**src/rtl/comp_serie_izq_der.sv**
```systemverilog
// Bit-serial MSB-first magnitude comparator with start/busy/done handshake.
// Optional build macro EARLY_EXIT_EN: finish as soon as the first differing bit is seen.
module comp_serie_izq_der #(
  parameter int N = 4
) (
  input  logic       clk,
  input  logic       rst_n,
  input  logic       start,
  input  logic [N:0] a_p,
  input  logic [N:0] b_p,
  output logic       busy,
  output logic       done,
  output logic [1:0] x_st,
  output logic       Z,
  output logic       eq
);

  localparam int CW = $clog2(N + 1);

  localparam logic [1:0] X_EQ = 2'b00;
  localparam logic [1:0] X_GT = 2'b01;
  localparam logic [1:0] X_LT = 2'b10;

  typedef enum logic [1:0] {IDLE, RUN, DONE} state_t;

  state_t          state_q, state_d;
  logic [CW-1:0]   cnt_q, cnt_d;
  logic [N:0]      a_q, a_d, b_q, b_d;
  logic [1:0]      x_q, x_d;
  logic            z_q, z_d, eq_q, eq_d;
  logic            last_bit;

  always_ff @(posedge clk or negedge rst_n) begin
    if (!rst_n) begin
      state_q <= IDLE;
      cnt_q   <= CW'(N);
      a_q     <= '0;
      b_q     <= '0;
      x_q     <= X_EQ;
      z_q     <= 1'b0;
      eq_q    <= 1'b0;
    end else begin
      state_q <= state_d;
      cnt_q   <= cnt_d;
      a_q     <= a_d;
      b_q     <= b_d;
      x_q     <= x_d;
      z_q     <= z_d;
      eq_q    <= eq_d;
    end
  end

  // Operands shift left each RUN cycle so the bit under test is always at [N].
  always_comb begin
    state_d  = state_q;
    cnt_d    = cnt_q;
    a_d      = a_q;
    b_d      = b_q;
    x_d      = x_q;
    z_d      = z_q;
    eq_d     = eq_q;
    last_bit = 1'b0;
    case (state_q)
      IDLE: begin
        if (start) begin
          a_d     = a_p;
          b_d     = b_p;
          cnt_d   = CW'(N);
          x_d     = X_EQ;
          state_d = RUN;
        end
      end
      RUN: begin
        a_d = a_q << 1;
        b_d = b_q << 1;
        if (x_q == X_EQ) begin
          if (a_q[N] && !b_q[N])      x_d = X_GT;
          else if (!a_q[N] && b_q[N]) x_d = X_LT;
        end
        last_bit = (cnt_q == '0);
`ifdef EARLY_EXIT_EN
        if (x_q == X_EQ && x_d != X_EQ) last_bit = 1'b1;
`endif
        if (last_bit) begin
          state_d = DONE;
          z_d     = (x_d == X_GT);
          eq_d    = (x_d == X_EQ);
        end else begin
          cnt_d = cnt_q - 1'b1;
        end
      end
      DONE:    state_d = IDLE;
      default: state_d = IDLE;
    endcase
  end

  assign busy = (state_q != IDLE);
  assign done = (state_q == DONE);
  assign x_st = x_q;
  assign Z    = z_q;
  assign eq   = eq_q;

endmodule
```
**config.mk**
```make
export PLATFORM = sky130hd
export DESIGN_NAME = comp_serie_izq_der
export DESIGN_NICKNAME = d
export VERILOG_FILES = /design/src/rtl/comp_serie_izq_der.sv
export SDC_FILE = /design/constraint.sdc
export NUM_CORES = 1
export LEC_CHECK = 0
export BUFFER_PORTS_ARGS = -buffer_cell sky130_fd_sc_hd__buf_2
export CAP_MARGIN = 10
export CORE_MARGIN = 1.5
export CORE_UTILIZATION = 47
export CTS_CLUSTER_SIZE = 14
export DETAILED_ROUTE_END_ITERATION = 7
export PLACE_DENSITY = 0.82
export SLEW_MARGIN = 0
export SYNTH_ARGS = -nofsm -noshare
export SYNTH_HDL_FRONTEND = slang
export SYNTH_SLANG_ARGS = --single-unit
```
**constraint.sdc**
```tcl
create_clock -name clk -period 1.6 [get_ports clk]
set_clock_uncertainty 0.1 [all_clocks]
set_input_delay 0.08 -clock clk [delete_from_list [all_inputs] [get_ports clk]]
set_output_delay 0.08 -clock clk [all_outputs]
set_load 0.005 [all_outputs]
```
==> results.txt <==
H-tree levels: 1
CTS max path bufs: 2
Clock transition at path regs: 0.10 ns
RSZ-0062 raised after global routing: no
initial cell density of the core: 49.3%
fin area: 1220 µm²
fillers: 174
chip height: 48.1 µm
core area: 1940 µm²
mapped cell area: 957 µm²
largest net degree at the start of global routing: 20
Die Wd: 48.1 µm
Initial DRC Count: 18
setup bufs post-CTS: 0
Slew @ Worst Pin: 0.423 ns
crit path DAT: 1.55 ns
Top-Level Pins: 19
minimum clock period: 1.47 ns
flop-to-flop setup slack: 0.13 ns
slowest CP cell: dfrtp_1
status: completed
setup_tns: 0 ns
Max FO, Critical Path: 5
worst hold path type: input port to register
origin of the critical flop-to-flop path: cnt_q[0]
Max VDD drop: 0.000845 V
PortBufs: 18
Cells after DPL: 150
total CTS buffers: 3
crit path cell chain: inv_1, ha_1, nand2b_1, buf_4, mux2i_1, o21ai_0
layout cells sized above 1: 24.8%
antenna violations before repair: 0
CTS tree: yes
aggregate global routing overflow: 0
Root Buffer: clkbuf_4
Vias: 862
clk_lat worst skew: 0.29 ns
Pwr Density: 1840 nW/µm²
Wirelength per Cell: 12.6 µm
Max Freq: 0.679 GHz
Syn Area/Cell: 9.20 µm²
register bit total from synthesis: 19
worst relative slew slack: 71.8%
drt drc: 0
Placer Congestion: 0.710
R2R Path End: cnt_q[1]
max-slew violation count: 0
final setup vio count: 0
Startpoint Class: register
Sink Count: 19
post-CTS sizing: 0
Die ar.: 2320 µm²
post-route ant nets: 0
DR vias/cell: 5.26
worst hold slack: 0.00487 ns
ant diodes: 0
multi-input logic area: 420 µm²
CP required: 1.68 ns
vias in the first global route: 797
Placed Area: 1100 µm²
Hold Buf Count CTS: 10
warnings from Yosys: 0
Crit path largest cell delay: 0.41 ns
register area share after synthesis: 49.8%
fin nets: 153
final wirelength: 2.06 mm
DP HPWL: 1.48 mm
row count: 16
P_leak: 0.000601 µW
Syn-to-layout area delta: 27.7%
Critical Path Start: cnt_q[0]
Yosys cell types: 32
Synth Instances: 104
GRT Total Usage: 21.8%
final clock period utilization by the worst path: 92.1%
max cap viols: 0
critical setup path kind: register to register
r2r worst-path depth: 6
fin cells: 164
Reg area: 477 µm²
Post-Syn Nets: 119
global-route wire length before repair: 3.42 mm
final hold violation count: 0
Critical Path End: cnt_q[1]
DRT Pass-1 Iters: 4
crit end category: register
==> how the worst min path moves through the flow <==
stage,start,to,depth (start not counted)
floorplan,rst_n,Z,0
global placement,rst_n,b_q[2],1
detailed placement,rst_n,b_q[2],1
CTS,a_p[0],a_q[0],3
global route,a_p[0],a_q[0],3
finish,a_p[0],a_q[0],3
==> metrics by stage <==
step | setup slack (ns) | power [µW] | util, %
global placement | 0.228 | 1900 | 56.4
CTS | 0.135 | 2260 | 63.0
floorplan | 0.115 | 1650 | -
detailed placement | 0.154 | 1990 | 56.4
finish | 0.127 | 2250 | 63.0
global route | 0.0500 | 2450 | 63.0
==> worst max-delay path: cells and delay by family (launching register included) <==
kind	cells	cell delay [ns]
AO/OA/AOI/OAI	1	0.10
buffers and inverters	2	0.24
AND/OR/NAND/NOR	1	0.09
multiplexers	1	0.21
flip-flops	1	0.41
adder cells (fa/ha/maj)	1	0.22
==> cells in the final DEF (no fill, tap or decap), types with 3 or more instances in the layout <==
cell type	count
dfrtp_1	18
nor2_1	12
clkbuf_4	3
o21ai_0	7
buf_2	18
dlygate4sd3_1	10
a31oi_1	8
inv_1	6
nand2_1	21
buf_4	7
==> state kept, by name, summed over array words and instances, names as in the netlist <==
signal   flops
a_q          5
b_q          5
cnt_q        3
state_q      2
x_st         2
Z            1
eq           1
==> report_power, final <==
| group | leakage, µW | internal (µW) | switching (µW) | total [µW] |
|---|---|---|---|---|
| logic | 0.000354 | 525 | 588 | 1110 |
| registers | 0.000231 | 717 | 177 | 894 |
| clock network | 0.0000150 | 97.0 | 145 | 242 |
| total | 0.000601 | 1340 | 910 | 2250 |
==> kinds of logic after synthesis <==
family	after synthesis	share of synthesized area, %
simple gates	43	20.5
compound gates	24	16.6
flops	19	49.8
buf+inv	12	6.27
mux	3	3.27
fa+ha+maj	2	2.61
xor+xnor	1	0.915
==> routing by layer <==
layer | GRT usage (%) | vias to the layer above | wire (µm)
met5 | 0 | - | 0
met4 | 9.19 | 0 | 25
met3 | 3.70 | 4 | 70
met2 | 37.3 | 21 | 1080
met1 | 27.2 | 421 | 890
li1 | - | 416 | -
==> area by class of cell <==
cell class | instances | area share [%]
Clock buffer | 4 | 2.15
Tap cell | 27 | 2.76
Multi-Input combinational cell | 73 | 34.4
Timing Repair Buffer | 35 | 19.9
Inverter | 6 | 1.84
Sequential cell | 19 | 39.0
==> Yosys cell counts <==
| cell type | number | area share [%] |
|---|---|---|
| ha_1 | 2 | 2.6 |
| nand2b_1 | 2 | 1.3 |
| o41ai_2 | 1 | 1.7 |
| o21ai_0 | 7 | 3.7 |
| nor3b_1 | 1 | 0.78 |
| clkbuf_1 | 1 | 0.39 |
| buf_2 | 2 | 1.0 |
| nor4b_1 | 1 | 0.92 |
| buf_6 | 1 | 1.2 |
| nor2b_1 | 1 | 0.65 |
| and2b_1 | 1 | 0.78 |
| dfstp_2 | 1 | 2.7 |
| o21bai_1 | 1 | 0.78 |
| nand2_1 | 21 | 8.2 |
| inv_1 | 6 | 2.4 |
| nor4bb_1 | 1 | 1.0 |
| o21ai_1 | 1 | 0.52 |
| clkbuf_2 | 1 | 0.52 |
| o21ba_2 | 1 | 1.0 |
| mux2i_1 | 2 | 2.1 |
| xor2_1 | 1 | 0.92 |
| dfrtp_1 | 18 | 47 |
| buf_4 | 1 | 0.78 |
| a31oi_1 | 8 | 5.2 |
| mux2_2 | 1 | 1.2 |
| a22oi_1 | 2 | 1.6 |
| nor2_1 | 12 | 4.7 |
| nor3_1 | 1 | 0.52 |
| o32a_1 | 1 | 1.0 |
| nand2b_2 | 1 | 0.92 |
| a21oi_1 | 2 | 1.0 |
| or2_2 | 1 | 0.65 |
No activity file was read; power rests on OpenSTA's default activity.
